File: src/rtl/pipe_seq_ctrl.sv
// Pipeline sequencer: Tuse/Tnew and mult/div hazard detection, per-register
// write-enable/bubble/redirect controls, mult/div busy countdown and stall counter.
module pipe_seq_ctrl #(
    parameter int unsigned MULT_LAT = 5,
    parameter int unsigned DIV_LAT  = 10,
    parameter int unsigned CNT_W    = 32
) (
    input  logic             clk,
    input  logic             reset,
    input  logic [4:0]       d_rs,
    input  logic [4:0]       d_rt,
    input  logic [1:0]       d_tuse_rs,
    input  logic [1:0]       d_tuse_rt,
    input  logic             d_is_md,
    input  logic             d_is_eret,
    input  logic [4:0]       e_a3,
    input  logic [1:0]       e_tnew,
    input  logic             e_mtc0_epc,
    input  logic             e_md_start,
    input  logic             e_md_div,
    input  logic [4:0]       m_a3,
    input  logic [1:0]       m_tnew,
    input  logic             m_mtc0_epc,
    input  logic             m_exc_req,
    output logic             pc_en,
    output logic             fd_we,
    output logic             de_flush,
    output logic             de_we,
    output logic             req,
    output logic             md_start_ok,
    output logic             md_busy,
    output logic [CNT_W-1:0] stall_cycles
);

    localparam int unsigned MAX_LAT = (DIV_LAT > MULT_LAT) ? DIV_LAT : MULT_LAT;
    localparam int unsigned MD_W    = $clog2(MAX_LAT + 1);

    logic [MD_W-1:0] md_cnt;
    logic            stall_rs;
    logic            stall_rt;
    logic            md_stall;
    logic            eret_stall;
    logic            stall;

    // A source stalls when a younger-stage producer will not have its result
    // forwardable by the time D needs it; $0 and unused operands never stall.
    function automatic logic src_hazard(
        input logic [4:0] src,
        input logic [1:0] tuse,
        input logic [4:0] ea3,
        input logic [1:0] etnew,
        input logic [4:0] ma3,
        input logic [1:0] mtnew
    );
        return (tuse != 2'd3) && (src != 5'd0) &&
               (((src == ea3) && (tuse < etnew)) || ((src == ma3) && (tuse < mtnew)));
    endfunction

    always_comb begin
        stall_rs   = src_hazard(d_rs, d_tuse_rs, e_a3, e_tnew, m_a3, m_tnew);
        stall_rt   = src_hazard(d_rt, d_tuse_rt, e_a3, e_tnew, m_a3, m_tnew);
        md_stall   = d_is_md && (md_busy || e_md_start);
        eret_stall = d_is_eret && (e_mtc0_epc || m_mtc0_epc);
        stall      = stall_rs | stall_rt | md_stall | eret_stall;
    end

    always_comb begin
        pc_en       = 1'b1;
        fd_we       = 1'b1;
        de_flush    = 1'b0;
        de_we       = 1'b1;
        req         = m_exc_req;
        md_start_ok = e_md_start & ~m_exc_req;
        if (!m_exc_req && stall) begin
            pc_en    = 1'b0;
            fd_we    = 1'b0;
            de_flush = 1'b1;
        end
    end

    assign md_busy = (md_cnt != '0);

    // An exception does not cancel a running count: the issuing instruction
    // has already committed; only a start coincident with the exception is dropped.
    always_ff @(posedge clk) begin
        if (reset) begin
            md_cnt <= '0;
        end else if (md_start_ok) begin
            md_cnt <= e_md_div ? MD_W'(DIV_LAT) : MD_W'(MULT_LAT);
        end else if (md_cnt != '0) begin
            md_cnt <= md_cnt - MD_W'(1);
        end
    end

    always_ff @(posedge clk) begin
        if (reset) begin
            stall_cycles <= '0;
        end else if (stall && !m_exc_req && (stall_cycles != '1)) begin
            stall_cycles <= stall_cycles + CNT_W'(1);
        end
    end

endmodule

File: config.mk
export PLATFORM = sky130hd
export DESIGN_NAME = pipe_seq_ctrl
export DESIGN_NICKNAME = d
export VERILOG_FILES = /design/src/rtl/pipe_seq_ctrl.sv
export SDC_FILE = /design/constraint.sdc
export NUM_CORES = 1
export LEC_CHECK = 0
export CAP_MARGIN = 20
export CORE_MARGIN = 3
export CORE_UTILIZATION = 30
export DETAILED_ROUTE_END_ITERATION = 16
export GPL_ROUTABILITY_DRIVEN = 0
export GPL_TIMING_DRIVEN = 0
export MAX_ROUTING_LAYER = met4
export PLACE_DENSITY = 0.54
export SLEW_MARGIN = 5
export SYNTH_ARGS = -nofsm -noshare
export SYNTH_HDL_FRONTEND = slang
export SYNTH_SLANG_ARGS = --single-unit
File: constraint.sdc
create_clock -name clk -period 2.45 [get_ports clk]
set_input_delay 0.3675 -clock clk [delete_from_list [all_inputs] [get_ports clk]]
set_output_delay 0.3675 -clock clk [all_outputs]
set_load 0.005 [all_outputs]
### Word level (Yosys, flattened, before mapping)

Index checks and enable logic that the tools add are counted.

| cells by class | value |
|---|---|
| add/sub/neg operators | 2 |
| $lt $le $gt $ge | 4 |
| equal/unequal tests | 7 |
| multiplexer cells | 5 |
| bitwise operators | 5 |
| reduce and logical (&&, ||, !) cells | 21 |

Operators with widths:

| operator | count |
|---|---|
| $add A32 B1 Y32 const B | 1 |
| $ne A32 B32 Y1 const B | 1 |
| $eq A5 B5 Y1 | 4 |
| $logic_and A1 B1 Y1 | 12 |
| $mux W4 | 3 |
| $reduce_bool A5 Y1 | 2 |
| $lt A2 B2 Y1 | 4 |
| $logic_or A1 B1 Y1 | 4 |
| $ne A2 B2 Y1 const B | 2 |
| $reduce_bool A4 Y1 | 1 |
| $sub A4 B1 Y4 const B | 1 |
| $or A1 B1 Y1 | 3 |
| $mux W1 | 2 |
| $reduce_bool A2 Y1 | 1 |
| $and A1 B1 Y1 | 1 |
| $logic_not A1 Y1 | 1 |
| $not A1 Y1 | 1 |

| storage, ports and cells | value |
|---|---|
| flip-flop bits (word level) | 36 |
| input port bits | 37 |
| output and inout port bits | 39 |
| logic and storage cells | 46 |

### Depth between registers and ports, before layout

Gate-level depths: netlist of run 1.

| depth | value |
|---|---|
| depth in word-level cells | 9 |
| depth in mapped cells | 10 |
| gate-level depth less buffers | 8 |

### Worst setup path after synthesis of run 1

Ideal clock, no wire load.

| path | value |
|---|---|
| kind | input to output |
| start point | in d_rt[1] |
| end point | out pc_en |
| arrival time | 1.782 ns |
| data required time | 2.082 ns |
| path slack | 0.301 ns |
| cell stages on the path | 7 |
| buffers on the path | 3 |
| cell sequence | or4_1 > o21ai_1 > a21oi_2 > nor3_4 > buf_4 > buf_6 > buf_4 |

| on the way | value |
|---|---|
| longest elaborated chain between the ends | 9 |
| elaborated cells on any way between the ends | 13 |
| classes of those cells | eq/ne: 2; mux: 1; bitwise: 3; reduce/logical: 7 |

RTL lines:

| item | RTL line | source |
|---|---|---|
| start: declaration | 11 | `input logic [4:0] d_rt,` |
| $eq A5 B5 Y1 | 56 | `(((src == ea3) && (tuse < etnew)) \|\| ((src == ma3) && (tuse < mtnew)));` |
| $logic_and A1 B1 Y1 | 56 |  |
| $logic_or A1 B1 Y1 | 56 |  |
| $logic_and A1 B1 Y1 * | 55 | `return (tuse != 2'd3) && (src != 5'd0) &&` |
| $or A1 B1 Y1 * (3 in a row) | 64 | `stall = stall_rs \| stall_rt \| md_stall \| eret_stall;` |
| $logic_and A1 B1 Y1 * | 74 | `if (!m_exc_req && stall) begin` |
| $mux W1 * | n/a |  |
| end: declaration | 25 | `output logic pc_en,` |

Every way passes the cells marked *; elsewhere a longest branch is shown, timed or not.

### Worst setup path after layout of run 1

| path | value |
|---|---|
| start point | in m_tnew[1] |
| end point | out pc_en |

| on the way | value |
|---|---|
| longest elaborated chain between the ends | 9 |
| elaborated cells on any way between the ends | 13 |
| classes of those cells | order compare: 2; mux: 1; bitwise: 3; reduce/logical: 7 |

RTL lines:

| item | RTL line | source |
|---|---|---|
| start: declaration | 22 | `input logic [1:0] m_tnew,` |
| $lt A2 B2 Y1 | 56 |  |
| $logic_and A1 B1 Y1 | 56 |  |
| $logic_or A1 B1 Y1 | 56 |  |
| $logic_and A1 B1 Y1 | 55 |  |
| $or A1 B1 Y1 * (3 in a row) | 64 |  |
| $logic_and A1 B1 Y1 * | 74 |  |
| $mux W1 * | 74 |  |

Marks and branches as above.

==> flow_metrics.env, run 1 <==
export IMPL_die_w_um=95.5
export IMPL_preCtsSetupSlack_ns=-0.933
export IMPL_required_ns=2.08
export IMPL_layout_drive_gt1_share_pct=14.1
export IMPL_hold_class="reg -> reg"
export IMPL_fillers=781
export IMPL_ir_worst_vdd_mv=0.234
export IMPL_critPathLaunchType="input port"
export IMPL_synth_top_area_cell="dfxtp_1"
export IMPL_endpoint_kind="primary output"
export IMPL_dpl_cell_count=467
export IMPL_hold_path_endpoint="stall_cycles[27]$_SDFFE_PP0P_"
export IMPL_grt_pass1_vias=2419
export IMPL_htree_levels=2
export IMPL_start_util_pct=31.0
export IMPL_syn_avg_cell_area_um2=8.26
export IMPL_yosys_top_cells_count="dfxtp_1, a21oi_1, or4_1"
export IMPL_finalSetupViolations=0
export IMPL_dr_pass1_iters=4
export IMPL_seq_area_frac_synth_pct=30.0
export IMPL_critPathSlowestCell="nor4_4"
export IMPL_path_cells="dlygate4sd2_1, inv_2, ha_2, nor4_4, nand4_1, a21oi_2, nor3_4, buf_6, buf_8, buf_6, buf_6"
export IMPL_tightest_slew_ns=0.594
export IMPL_syn_inst=291
export IMPL_crit_top_cell="buf_6"
export IMPL_reg2reg_slack_ns=0.14
export IMPL_cts_sinks=36
export IMPL_slew_violations=0
export IMPL_powerDensity_nw_per_um2=473
export IMPL_fin_tns_setup_ns=0
export IMPL_antenna_left=0
export IMPL_die_h_um=95.5
export IMPL_hpwl_um=5500
export IMPL_fin_crit_sh_pct=97.8
export IMPL_maxCapViolations=0
export IMPL_synth_seq_cells=36
export IMPL_die_area_um2=9130
export IMPL_arrival_ns=2.03
export IMPL_n_antenna_cell=0
export IMPL_ys_dominant_reg_cell="dfxtp_1"
export IMPL_synth_async_reset_ratio_pct=0
export IMPL_power_leakage_nw=1.24
export IMPL_synth_most_common_cell="dfxtp_1"
export IMPL_rr_worst_depth=10
export IMPL_fmax_mhz=417
export IMPL_syn_num_nets=335
export IMPL_synth_edf_count=0
export IMPL_grt_pass1_wl_um=11900
export IMPL_drt_iter0_drc=90
export IMPL_synthTopCellsByArea="dfxtp_1, or4_1, o31ai_1, a21oi_1, xnor2_1"
export IMPL_synth_cell_area_um2=2400
export IMPL_viasPerCell=5.25
export IMPL_wl_per_cell_um=15.8
export IMPL_root_buffer="clkbuf_8"
export IMPL_hold_start="stall_cycles[27]$_SDFFE_PP0P_"
export IMPL_cts_clk_slew_worst_paths_ns=0.07
export IMPL_clockBufferDepth=2
export IMPL_cp_max_fo=5
export IMPL_wl_um=7700
export IMPL_syn_to_final_growth_pct=45.7
export IMPL_vias=2552
export IMPL_fin_cells=486
export IMPL_cts_tree="yes"
export IMPL_drc=0
export IMPL_yosys_warnings=0
export IMPL_finalClockSkew_ns=0.00850
export IMPL_pin_count=76
export IMPL_coreArea_um2=7770
export IMPL_fin_crit_ns=2.40
export IMPL_rows=32
export IMPL_port_buffers=74
export IMPL_antenna_found_initial=0
export IMPL_fin_util_pct=45.1
export IMPL_crit_path_max_incr_delay_ns=0.29
export IMPL_cts_buffers=5
export IMPL_r2r_start="stall_cycles[0]$_SDFFE_PP0P_"
export IMPL_insertion_delay_ns=0.29
export IMPL_relSlewSlack_pct=60.4
export IMPL_grt_max_degree=11
export IMPL_criticalPathCategory="in -> out"
export IMPL_nNetsFinal=427
export IMPL_holdPathStages=2
export IMPL_yosysUniqueCellTypes=45
export IMPL_overflow=0
export IMPL_worst_slack_ns=0.0533
export IMPL_yosysTopAreaCellShare_pct=30.0
export IMPL_r2r_end="stall_cycles[15]$_SDFFE_PP0P_"
export IMPL_grt_util_all_layers_pct=17.0
export IMPL_hold_violations=0
export IMPL_status="finished, final reports clean"
-- metal layers --
layer,track usage [%],up-vias,part of all wire (%)
met5,-,-,0
met4,4.38,0,1.3
met3,2.92,11,6.1
met2,28.3,80,46
met1,21.4,1182,46
li1,-,1279,-
-- kinds of logic (layout without fill, tap and decap cells) --
kind of cell	Yosys count	after routing	synth area share (%)
AO/OA/AOI/OAI	79	79	20.1
AND/OR/NAND/NOR	111	111	29.3
buffers and inverters	32	125	7.54
XOR/XNOR	23	23	8.38
multiplexers	2	2	0.884
adder cells (fa/ha/maj)	7	7	3.64
other	1	1	0.156
flip-flops	36	36	30.0
-- critical path: cells and delay by family --
| family | cells | cell delay, ns |
|---|---|---|
| fa+ha+maj | 1 | 0.19 |
| simple gates | 3 | 0.51 |
| buf+inv | 6 | 0.72 |
| compound gates | 1 | 0.25 |
-- registers in the layout, summed over array words and instances, names as in the netlist --
| register | flops |
|---|---|
| md_cnt | 4 |
| stall_cycles | 32 |
-- worst max-delay path by stage --
stage / endpoint / cells after the start / slack, ns / start
after floorplan: pc_en / 7 / 0.30 / d_rt[1]
after global placement: pc_en / 9 / -0.91 / d_rt[2]
after detailed placement: pc_en / 9 / -0.93 / d_rt[2]
after CTS: pc_en / 10 / 0.01 / m_a3[2]
after global routing: pc_en / 10 / -0.02 / d_rs[4]
final: pc_en / 11 / 0.05 / m_tnew[1]
-- repair_timing --
item,4_1_cts,5_1_grt
resized for setup,44,22
setup buffers,8,3
endpoints found under the hold margin,0,0
pin swaps,10,12
hold buffers,0,0
endpoints found under the setup margin,27,27
-- cell type report --
| type | count | area (µm²) | share of cell area, % |
|---|---|---|---|
| plain buffers | 18 | 143 | 4.07 |
| clock buffers | 8 | 90.1 | 2.57 |
| inverters | 14 | 52.6 | 1.50 |
| multi-input cells | 223 | 1580 | 45.2 |
| flip-flops and latches | 36 | 721 | 20.6 |
| well taps | 102 | 128 | 3.64 |
| repair buffers | 85 | 787 | 22.5 |
-- cells in the final DEF, fill, tap and decap left out, drive strengths merged, types with 4 or more instances in the layout --
cell / netlist / final
and4: 4 / 4
clkbuf: 5 / 16
a21oi: 37 / 37
ha: 7 / 7
nand2b: 4 / 4
o31ai: 24 / 24
nor2: 10 / 10
inv: 14 / 14
nand4: 11 / 11
dfxtp: 36 / 36
nor3: 5 / 5
and3: 7 / 7
xor2: 8 / 8
or3: 4 / 4
nand3: 7 / 7
or4: 25 / 25
buf: 13 / 26
clkdlybuf4s50: 0 / 47
dlygate4sd2: 0 / 18
nand2: 22 / 22
o21ai: 11 / 11
nor4: 4 / 4
xnor2: 15 / 15
-- power breakdown --
group	total, mW	internal (mW)	leakage [nW]	switching (mW)
logic	0.565	0.276	0.902	0.289
registers	0.648	0.622	0.291	0.0264
clock network	0.443	0.230	0.0455	0.214
-- per-stage QoR --
step                      instance area [µm²]  hold WS (ns)  power (mW)
after floorplan                          2400         0.477       0.975
after detailed placement                 3270         0.488        1.19
final                                    3500         0.498        1.66
after global placement                   3270         0.481        1.18
after global routing                     3500         0.526        1.76
after CTS                                3420         0.499        1.66
(Power assumes the default switching activity.)
==> run 2, diff against run 1 <==
--- a/config.mk
+++ b/config.mk
@@ -9,7 +9,6 @@
 export CORE_MARGIN = 3
 export CORE_UTILIZATION = 30
 export DETAILED_ROUTE_END_ITERATION = 16
-export GPL_ROUTABILITY_DRIVEN = 0
 export GPL_TIMING_DRIVEN = 0
 export MAX_ROUTING_LAYER = met4
 export PLACE_DENSITY = 0.54
==> results of run 2 <==
No change in the layout: final DEF, timing and power equal those of run 1.
